**src/rtl/lcd_frame_scheduler.sv**
```systemverilog
`default_nettype none
// ============================================================================
//  Module      : lcd_frame_scheduler
//  Description : Front-end for the HD44780 4-bit character driver. Holds the
//                4x16 character frame buffer, arbitrates round-robin writes
//                from two requesters, tracks buffer changes, and fires the
//                driver's print trigger once the driver is idle.
//                Optional feature macro: LCD_SCHED_PERIODIC_EN (forces a
//                re-print after REFRESH_PERIOD idle cycles).
//  Revision    : 1.0 - initial release
// ============================================================================
module lcd_frame_scheduler #(
    parameter int MAX_BURST      = 16,
    parameter int ACK_TIMEOUT    = 8,
    parameter int REFRESH_PERIOD = 250000
) (
    input  logic       clk,
    input  logic       rst,
    input  logic       a_req,
    input  logic [5:0] a_addr,
    input  logic [7:0] a_data,
    output logic       a_gnt,
    input  logic       b_req,
    input  logic [5:0] b_addr,
    input  logic [7:0] b_data,
    output logic       b_gnt,
    input  logic       lcd_busy,
    output logic       lcd_trg,
    input  logic [5:0] lcd_addr,
    output logic [7:0] lcd_data,
    output logic       dirty
);

    localparam int BURST_W = $clog2(MAX_BURST + 1);
    localparam int ACK_W   = $clog2(ACK_TIMEOUT + 1);

    localparam logic [7:0]         c_SPACE     = 8'h20;
    localparam logic [BURST_W-1:0] c_BURST_MAX = BURST_W'(MAX_BURST);
    localparam logic [ACK_W-1:0]   c_ACK_LAST  = ACK_W'(ACK_TIMEOUT - 1);

    typedef enum logic [1:0] {
        S_IDLE = 2'd0,
        S_TRIG = 2'd1,
        S_ACK  = 2'd2,
        S_DONE = 2'd3
    } state_t;

    state_t               state_q, state_d;
    logic [7:0]           mem_q [64];
    logic [7:0]           mem_d [64];
    logic                 last_b_q, last_b_d;   // 1: B held the most recent grant
    logic [BURST_W-1:0]   burst_q, burst_d;
    logic [ACK_W-1:0]     ack_cnt_q, ack_cnt_d;
    logic                 dirty_q, dirty_d;
    logic                 trg_q, trg_d;

    logic                 w_grant_ok;
    logic                 w_go_trig;
    logic                 w_we;
    logic [5:0]           w_waddr;
    logic [7:0]           w_wdata;
    logic                 w_refresh;

    // Grant arbitration and the IDLE->TRIG decision; grants are masked in reset
    always_comb begin
        w_grant_ok = rst && (state_q == S_IDLE) && !lcd_busy && (burst_q < c_BURST_MAX);
        a_gnt      = w_grant_ok && a_req && (!b_req || last_b_q);
        b_gnt      = w_grant_ok && b_req && (!a_req || !last_b_q);
        w_we       = a_gnt || b_gnt;
        w_waddr    = a_gnt ? a_addr : b_addr;
        w_wdata    = a_gnt ? a_data : b_data;
        // A pending write outranks printing until the burst limit is hit
        w_go_trig  = (state_q == S_IDLE) && dirty_q && !lcd_busy &&
                     ((!a_req && !b_req) || (burst_q == c_BURST_MAX));
    end

`ifdef LCD_SCHED_PERIODIC_EN
    localparam int IDLE_W = (REFRESH_PERIOD > 1) ? $clog2(REFRESH_PERIOD) : 1;
    localparam logic [IDLE_W-1:0] c_IDLE_LAST = IDLE_W'(REFRESH_PERIOD - 1);

    logic [IDLE_W-1:0] idle_cnt_q, idle_cnt_d;

    // Idle-time counter; wraps and flags a refresh every REFRESH_PERIOD idle cycles
    always_comb begin
        idle_cnt_d = '0;
        w_refresh  = 1'b0;
        if ((state_q == S_IDLE) && !w_go_trig) begin
            if (idle_cnt_q == c_IDLE_LAST) begin
                w_refresh = 1'b1;
            end else begin
                idle_cnt_d = idle_cnt_q + 1'b1;
            end
        end
    end

    // Idle counter register
    always_ff @(posedge clk or negedge rst) begin
        if (!rst) begin
            idle_cnt_q <= '0;
        end else begin
            idle_cnt_q <= idle_cnt_d;
        end
    end
`else
    // Periodic refresh is compiled out; the period value has no effect
    assign w_refresh = (REFRESH_PERIOD < 0);
`endif

    // Print-pass FSM next state, dirty tracking, burst and ack-timeout counters
    always_comb begin
        state_d   = state_q;
        dirty_d   = dirty_q;
        trg_d     = 1'b0;
        burst_d   = burst_q;
        ack_cnt_d = ack_cnt_q;
        last_b_d  = last_b_q;

        if (w_we) begin
            dirty_d  = 1'b1;
            last_b_d = b_gnt;
            if (burst_q < c_BURST_MAX) begin
                burst_d = burst_q + 1'b1;
            end
        end
        if (w_refresh) begin
            dirty_d = 1'b1;
        end

        case (state_q)
            S_IDLE: begin
                if (w_go_trig) begin
                    state_d = S_TRIG;
                    trg_d   = 1'b1;
                    burst_d = '0;
                end
            end
            S_TRIG: begin
                dirty_d   = 1'b0;
                ack_cnt_d = '0;
                state_d   = S_ACK;
            end
            S_ACK: begin
                if (lcd_busy) begin
                    state_d = S_DONE;
                end else if (ack_cnt_q == c_ACK_LAST) begin
                    // Driver never answered: keep the content pending and retry
                    dirty_d = 1'b1;
                    state_d = S_IDLE;
                end else begin
                    ack_cnt_d = ack_cnt_q + 1'b1;
                end
            end
            S_DONE: begin
                if (!lcd_busy) begin
                    state_d = S_IDLE;
                end
            end
            default: state_d = S_IDLE;
        endcase
    end

    // Frame buffer write port
    always_comb begin
        mem_d = mem_q;
        if (w_we) begin
            mem_d[w_waddr] = w_wdata;
        end
    end

    // Control registers
    always_ff @(posedge clk or negedge rst) begin
        if (!rst) begin
            state_q   <= S_IDLE;
            dirty_q   <= 1'b1;
            trg_q     <= 1'b0;
            burst_q   <= '0;
            ack_cnt_q <= '0;
            last_b_q  <= 1'b1;
        end else begin
            state_q   <= state_d;
            dirty_q   <= dirty_d;
            trg_q     <= trg_d;
            burst_q   <= burst_d;
            ack_cnt_q <= ack_cnt_d;
            last_b_q  <= last_b_d;
        end
    end

    // Frame buffer storage; reset clears the screen to spaces
    always_ff @(posedge clk or negedge rst) begin
        if (!rst) begin
            for (int i = 0; i < 64; i++) begin
                mem_q[i] <= c_SPACE;
            end
        end else begin
            mem_q <= mem_d;
        end
    end

    assign lcd_trg  = trg_q;
    assign dirty    = dirty_q;
    assign lcd_data = mem_q[lcd_addr];

endmodule
`default_nettype wire
```
**config.mk**
```make
export PLATFORM = sky130hd
export DESIGN_NAME = lcd_frame_scheduler
export DESIGN_NICKNAME = d
export VERILOG_FILES = /design/src/rtl/lcd_frame_scheduler.sv
export SDC_FILE = /design/constraint.sdc
export NUM_CORES = 1
export LEC_CHECK = 0
export ABC_AREA = 1
export CORE_MARGIN = 2
export CORE_UTILIZATION = 40
export DETAILED_ROUTE_END_ITERATION = 8
export PLACE_DENSITY = 0.66
export SLEW_MARGIN = 20
export SYNTH_ARGS = -nofsm -noshare
export SYNTH_HDL_FRONTEND = slang
export SYNTH_SLANG_ARGS = --single-unit
```
**constraint.sdc**
```tcl
create_clock -name clk -period 3.8 [get_ports clk]
set_clock_uncertainty 0.2 [all_clocks]
set_input_delay 0.57 -clock clk [delete_from_list [all_inputs] [get_ports clk]]
set_output_delay 0.57 -clock clk [all_outputs]
set_load 0.005 [all_outputs]
```
==> results of run 1 <==
[registers in the layout, summed over array words and instances, names as in the netlist]
register	flops
mem_q	512
ack_cnt_q	4
state_q	2
last_b_q	1
dirty	1
burst_q	5
lcd_trg	1
[timing repair]
action                                  CTS  global route
resized for setup                         0             1
endpoints found under the hold margin   111             0
endpoints found under the setup margin    0             1
hold buffers                              1             0
[how the worst max path moves through the flow]
stage / to / from / slack, ns / depth (start not counted)
finish: a_gnt / state_q[1]$_DFFE_PN0P_ / 0.26 / 8
global route: a_gnt / state_q[1]$_DFFE_PN0P_ / 0.06 / 8
CTS: a_gnt / state_q[1]$_DFFE_PN0P_ / 0.12 / 8
detailed placement: mem_q[370]$_DFFE_PN0P_ / lcd_busy / 0.27 / 12
global placement: mem_q[60]$_DFFE_PN0P_ / lcd_busy / 0.28 / 12
floorplan: lcd_data[2] / lcd_addr[0] / 1.19 / 12
[power by group through the flow]
stage	clock network, mW	registers [mW]	logic, mW
2_1_floorplan	0	5.74	0.560
3_3_place_gp	0	5.75	1.11
3_5_place_dp	0	5.75	1.12
4_1_cts	5.68	5.65	1.12
5_1_grt	5.88	5.65	1.22
6_report	5.59	5.65	1.13
[placed cells by master (no fill, tap or decap), drive strengths merged]
cell,count
a21oi,8
buf,106
bufinv,3
clkbuf,83
clkdlybuf4s50,46
clkinv,18
clkinvlp,1
dfrtp,460
dfstp,66
dlygate4sd3,1
ha,8
inv,38
mux2i,1
nand2,1801
nand3,953
nand4,3
nor2,22
nor3,2
o21ai,15
o21bai,1
o32ai,1
[layer usage]
metal  share of wire, %  track usage [%]
met5                  0                0
met4                2.4             6.79
met3                8.5             3.70
met2                 44             36.2
met1                 45             36.4
[cell type report]
| class | count | area (sq um) |
|---|---|---|
| clock buffers | 82 | 1640 |
| clock inverters | 23 | 236 |
| fillers | 6593 | 35500 |
| inverters | 37 | 151 |
| multi-input cells | 2815 | 12200 |
| flip-flops and latches | 526 | 13200 |
| well taps | 864 | 1080 |
| repair buffers | 154 | 1840 |
[kinds of logic (layout without fill, tap and decap cells)]
logic type / count (synthesis) / count (layout) / share of synthesized area [%]
buffers and inverters: 309 / 296 / 5.02
AND/OR/NAND/NOR: 2781 / 2781 / 44.4
adder cells (fa/ha/maj): 8 / 8 / 0.375
AO/OA/AOI/OAI: 25 / 25 / 0.534
flip-flops: 526 / 526 / 49.6
multiplexers: 1 / 1 / 0.0375
[critical path, cell delays in order (launching register included)]
cell and delay [ns]:
dfrtp_1 0.44, inv_1 0.14, ha_1 0.20, nand2_1 0.07, nor2_2 0.21, nand2_4 0.20
inv_1 0.19, buf_4 0.18, clkdlybuf4s50_1 0.51
[through the flow]
| stage | hold WS [ns] | setup WS [ns] | area (sq um) | cells |
|---|---|---|---|---|
| finish | 0.169 | 0.260 | 30400 | 4501 |
| floorplan | 0.0744 | 1.19 | 26700 | 3650 |
| CTS | 0.166 | 0.123 | 30400 | 4501 |
| detailed placement | 0.183 | 0.267 | 28500 | 4395 |
| global route | 0.173 | 0.0551 | 30400 | 4501 |
| global placement | 0.184 | 0.285 | 28500 | 4395 |
==> results.py, run 1 <==
metrics = {
    "yosys": {
        "ys_warn_count": 0,
        "async_reset_ff_share_pct": 100,
        "synth_edf_count": 0,
        "synth_common_cells": "nand2_1, nand3_1, dfrtp_1",
        "yosysTopAreaCellShare_pct": 43.1,
        "yosys.cell_count.top_type": "nand2_1",
        "ys.flop_type": "dfrtp_1",
        "seq_area_frac_synth_pct": 49.6,
        "netlist_area_sq_um": 26700,
        "syn_nets": 3697,
        "avgSynthCellArea_sq_um": 7.31,
        "synth_cells": 3650,
        "yosysTopAreaCell": "dfrtp_1",
        "synth-seq-cells": 526,
        "synthTopCellsByArea": "dfrtp_1, nand2_1, nand3_1",
        "synth.distinct_cells": 28,
    },
    "worst_hold_path": {
        "hp-class": "in -> async",
    },
    "placed_design": {
        "dp_hpwl_mm": 51.3,
        "portBuffers": 50,
        "gp_congestion": 0.884,
    },
    "critical_path": {
        "reg2reg_from": "state_q[1]$_DFFE_PN0P_",
        "crit_arrival_ns": 2.77,
        "criticalPathCategory": "reg -> out",
        "r2r_setup_slack_ns": 0.75,
        "worstPathRequired_ns": 3.03,
        "cp-end-kind": "primary output",
        "critPathMaxFanout": 26,
        "cp-start-kind": "flop",
        "rr_endpoint": "mem_q[370]$_DFFE_PN0P_",
        "reg2reg_depth": 12,
    },
    "power_and_ir_drop": {
        "pwr-share-seq_pct": 45.7,
        "clkPwrFrac_pct": 45.2,
        "p_sw_mw": 3.24,
        "power.density_nw_per_um2": 407,
        "p_sw_share_pct": 26.2,
        "max-vdd-ir-drop_mv": 0.343,
        "p_leak_nw": 15.5,
        "power.total_mw": 12.4,
        "internal_power_mw": 9.13,
        "p_comb_share_pct": 9.2,
    },
    "grt": {
        "grt_pass1_vias": 23300,
        "antenna_found_initial": 0,
        "overflow": 0,
        "grt_max_degree": 125,
        "grt_util_all_layers_pct": 24.3,
        "grt_pass1_wl_mm": 135,
    },
    "sta": {
        "rsz0062_at_grt": "no",
        "timing.fmax_mhz": 283,
        "tns_ns": 0,
        "slew_violations": 0,
        "hold_viol_final": 0,
        "setup_viol": 0,
        "max_slew_margin_pct": 35.9,
        "fin_crit_ns": 3.54,
        "tightestPinTransition_ns": 0.962,
        "period_share_pct": 93.2,
    },
    "die": {
        "die_y_microns": 262,
        "initial_core_util_pct": 40.5,
        "die_w_microns": 262,
        "fp-row-count": 94,
        "die-area_sq_um": 68800,
        "boundaryPins": 51,
        "coreArea_sq_um": 65900,
    },
    "clock_tree": {
        "insertion_delay_ns": 0.61,
        "postCtsSetupRepairBufs": 0,
        "cts-root-buf": "clkbuf_16",
        "clockBufferDepth": 3,
        "cts.sinks": 526,
        "tritoncts": "yes",
        "numCtsBuffers": 56,
        "clk_pin_slew_ns": 0.06,
        "htreeDepth": 2,
    },
    "routing": {
        "vias": 24600,
        "wl_per_cell_microns": 18.8,
        "drt_iter0_markers": 2669,
        "ant_nets": 0,
        "dr.pass1.iters": 5,
        "drc_errors": 0,
        "wirelength_mm": 84.6,
        "vias_per_cell": 5.46,
    },
    "cells_and_area": {
        "finish.utilization_pct": 46.1,
        "area_growth_pct": 13.8,
        "layout-drive-gt1-share_pct": 9.29,
        "finalNetCount": 3637,
        "diodes": 0,
    },
    "status": {
        "outcome": "complete, no violations",
    },
    "job": {
        "maxCapViolations": 0,
    },
}
(Power assumes the default switching activity.)
==> inputs of run 2 (changes only) <==
--- a/config.mk
+++ b/config.mk
@@ -10,6 +10,7 @@
 export CORE_UTILIZATION = 40
 export DETAILED_ROUTE_END_ITERATION = 8
 export PLACE_DENSITY = 0.66
+export SKIP_CTS_REPAIR_TIMING = 1
 export SLEW_MARGIN = 20
 export SYNTH_ARGS = -nofsm -noshare
 export SYNTH_HDL_FRONTEND = slang
==> results of run 2 <==
No change in the layout: final DEF, timing and power equal those of run 1.
==> inputs of run 3 (changes only) <==
--- a/config.mk
+++ b/config.mk
@@ -6,6 +6,7 @@
 export NUM_CORES = 1
 export LEC_CHECK = 0
 export ABC_AREA = 1
+export CORE_ASPECT_RATIO = 0.8
 export CORE_MARGIN = 2
 export CORE_UTILIZATION = 40
 export DETAILED_ROUTE_END_ITERATION = 8
==> constraint.sdc (replaced) <==
create_clock -name clk -period 4.2 [get_ports clk]
set_clock_uncertainty 0.2 [all_clocks]
set_input_delay 0.63 -clock clk [delete_from_list [all_inputs] [get_ports clk]]
set_output_delay 0.63 -clock clk [all_outputs]
set_load 0.005 [all_outputs]
==> run 3 against run 2 <==
  * The flow now finishes with violations (negative hold slack)
  * Register-to-register slack gained 0.07 ns
  * Critical path type is now in -> out
  * Largest power group unchanged
  * Clock-buffer cell count grew 9
  * Global-route usage grew 0.26 points
  * Total power shrank 10%
  * Core utilization shrank 0.42 points
  * Sequential power shrank 9.6%
  * Sequential share of layout area grew 0.38 points
  * Combinational power shrank 12%
  * Wire length shrank 0.52%
  * Critical endpoint is now lcd_data[1]
  * Non-clock buffer count shrank 14
  * First-iteration DRC count grew 10%
==> results.py, run 3 (same netlist as run 1, synthesis figures left out) <==
metrics = {
    "status": {
        "outcome": "finished, violations left",
        "violations": "negative hold slack",
    },
    "power_and_ir_drop": {
        "pwr-share-seq_pct": 46.1,
        "p_leak_nw": 15.4,
        "p_sw_share_pct": 25.9,
        "clkPwrFrac_pct": 44.9,
        "p_sw_mw": 2.88,
        "internal_power_mw": 8.21,
        "p_comb_share_pct": 9.0,
        "max-vdd-ir-drop_mv": 0.259,
        "power.density_nw_per_um2": 368,
    },
    "cells_and_area": {
        "area_growth_pct": 12.8,
        "diodes": 0,
        "layout_common_cells": "nand2_1, nand3_1, dfrtp_1",
        "register_area_sq_um": 13200,
        "finalNetCount": 3621,
        "layout-drive-gt1-share_pct": 8.62,
        "largest-register": "mem_q",
        "final_common_cell": "nand2_1",
        "largest_register_ffs": 512,
        "top_regs": "mem_q x512, burst_q x5, ack_cnt_q x4",
        "multi_input_area_sq_um": 12200,
        "finish.utilization_pct": 45.7,
        "stdcell_area_sq_um": 30100,
        "nFillCells": 6535,
    },
    "sta": {
        "timing.fmax_mhz": 262,
        "hold-worst-slack_ns": -0.0398,
        "tns_ns": 0,
        "tightestPinTransition_ns": 0.938,
        "setup_viol": 0,
        "hold_viol_final": 33,
        "period_share_pct": 90.8,
        "fin_crit_ns": 3.81,
        "rsz0062_at_grt": "no",
        "max_slew_margin_pct": 37.5,
        "slew_violations": 0,
    },
    "critical_path": {
        "critPathMaxFanout": 30,
        "cp_slowest_cell": "clkdlybuf4s50_1",
        "worstPathCellList": "clkbuf_8 > inv_8 > buf_4 > buf_4 > nand2_1 > nand3_1 > nand3_1 > nand2_1 > nand2_1 > nand3_1 > nand3_1 > nand2_1 > clkdlybuf4s50_1",
        "crit_arrival_ns": 2.98,
        "cp-start-kind": "input port",
        "worstPathRequired_ns": 3.37,
        "cp-end-kind": "primary output",
        "criticalPathCategory": "in -> out",
        "cpPeakStageDelay_ns": 0.53,
    },
    "placed_design": {
        "placed_area_sq_um": 28300,
        "portBuffers": 50,
        "dp_hpwl_mm": 50.6,
        "gp_congestion": 0.883,
    },
    "routing": {
        "drc_errors": 0,
        "vias": 24600,
        "wl_per_cell_microns": 18.8,
        "ant_nets": 0,
        "vias_per_cell": 5.48,
        "drt_iter0_markers": 2943,
        "wirelength_mm": 84.1,
        "dr.pass1.iters": 7,
    },
    "die": {
        "die-area_sq_um": 68800,
        "initial_core_util_pct": 40.5,
        "coreArea_sq_um": 65900,
        "fp-row-count": 84,
        "die_y_microns": 235,
        "die_w_microns": 293,
        "boundaryPins": 51,
    },
    "clock_tree": {
        "numCtsBuffers": 54,
        "cts.sinks": 526,
        "clockBufferDepth": 3,
        "cts-root-buf": "clkbuf_16",
        "tritoncts": "yes",
        "htreeDepth": 2,
        "clk_pin_slew_ns": 0.07,
        "insertion_delay_ns": 0.60,
    },
    "grt": {
        "antenna_found_initial": 1,
        "overflow": 0,
        "grt_max_degree": 142,
        "grt_pass1_vias": 22900,
        "grt_pass1_wl_mm": 135,
        "grt_util_all_layers_pct": 24.5,
    },
    "job": {
        "maxCapViolations": 0,
    },
    "worst_hold_path": {
        "hp-class": "in -> async",
    },
}
run 3: metal layers:
metal / share of wire [%] / up-vias / GRT usage [%]
met3: 9.5 / 125 / 5.86
met1: 46 / 11800 / 37.6
met5: 0.012 / - / 0
li1: - / 11600 / -
met2: 42 / 1009 / 34.3
met4: 2.1 / 2 / 6.08
run 3: power groups by stage:
stage                     registers [mW]  clock network (mW)  logic, mW
after floorplan                     5.20                   0      0.507
after global placement              5.20                   0      0.988
after detailed placement            5.20                   0      0.987
after CTS                           5.11                5.04      0.990
after global routing                5.11                5.27       1.09
final                               5.11                4.98       1.00
run 3: area by class of cell:
type                            count  area share, %
Clock inverter                     10          0.436
Timing Repair Buffer              140           5.53
Sequential cell                   526           44.0
Tap cell                          860           3.57
Inverter                           37          0.503
Clock buffer                       91           5.52
Multi-Input combinational cell   2815           40.5
run 3: stage by stage:
stage               power (mW)  hold slack, ns  cells  setup slack [ns]
CTS                       11.1         -0.0268   4479             0.427
global route              11.5          0.0178   4479             0.223
detailed placement        6.19           0.253   4378             0.387
global placement          6.19           0.249   4378             0.443
finish                    11.1         -0.0398   4479             0.385
floorplan                 5.70           0.134   3650              1.47
run 3: worst paths after layout:
check / start / to / slack [ns] / cells after the start
max: lcd_addr[0] / lcd_data[1] / 0.39 / 13
min: rst / mem_q[18]$_DFFE_PN0P_ / -0.04 / 2
max reg2reg: state_q[0]$_DFFE_PN0P_ / mem_q[256]$_DFFE_PN0P_ / 0.82 / 13
min reg2reg: mem_q[5]$_DFFE_PN1P_ / mem_q[5]$_DFFE_PN1P_ / 0.26 / 2
max in group asynchronous: rst / lcd_trg$_DFF_PN0_ / 2.35 / 3
min in group clk: mem_q[5]$_DFFE_PN1P_ / mem_q[5]$_DFFE_PN1P_ / 0.26 / 2
run 3: critical path: cells and delay by family:
family	cells	cell delay, ns
buffers and inverters	5	1.55
AND/OR/NAND/NOR	8	0.79
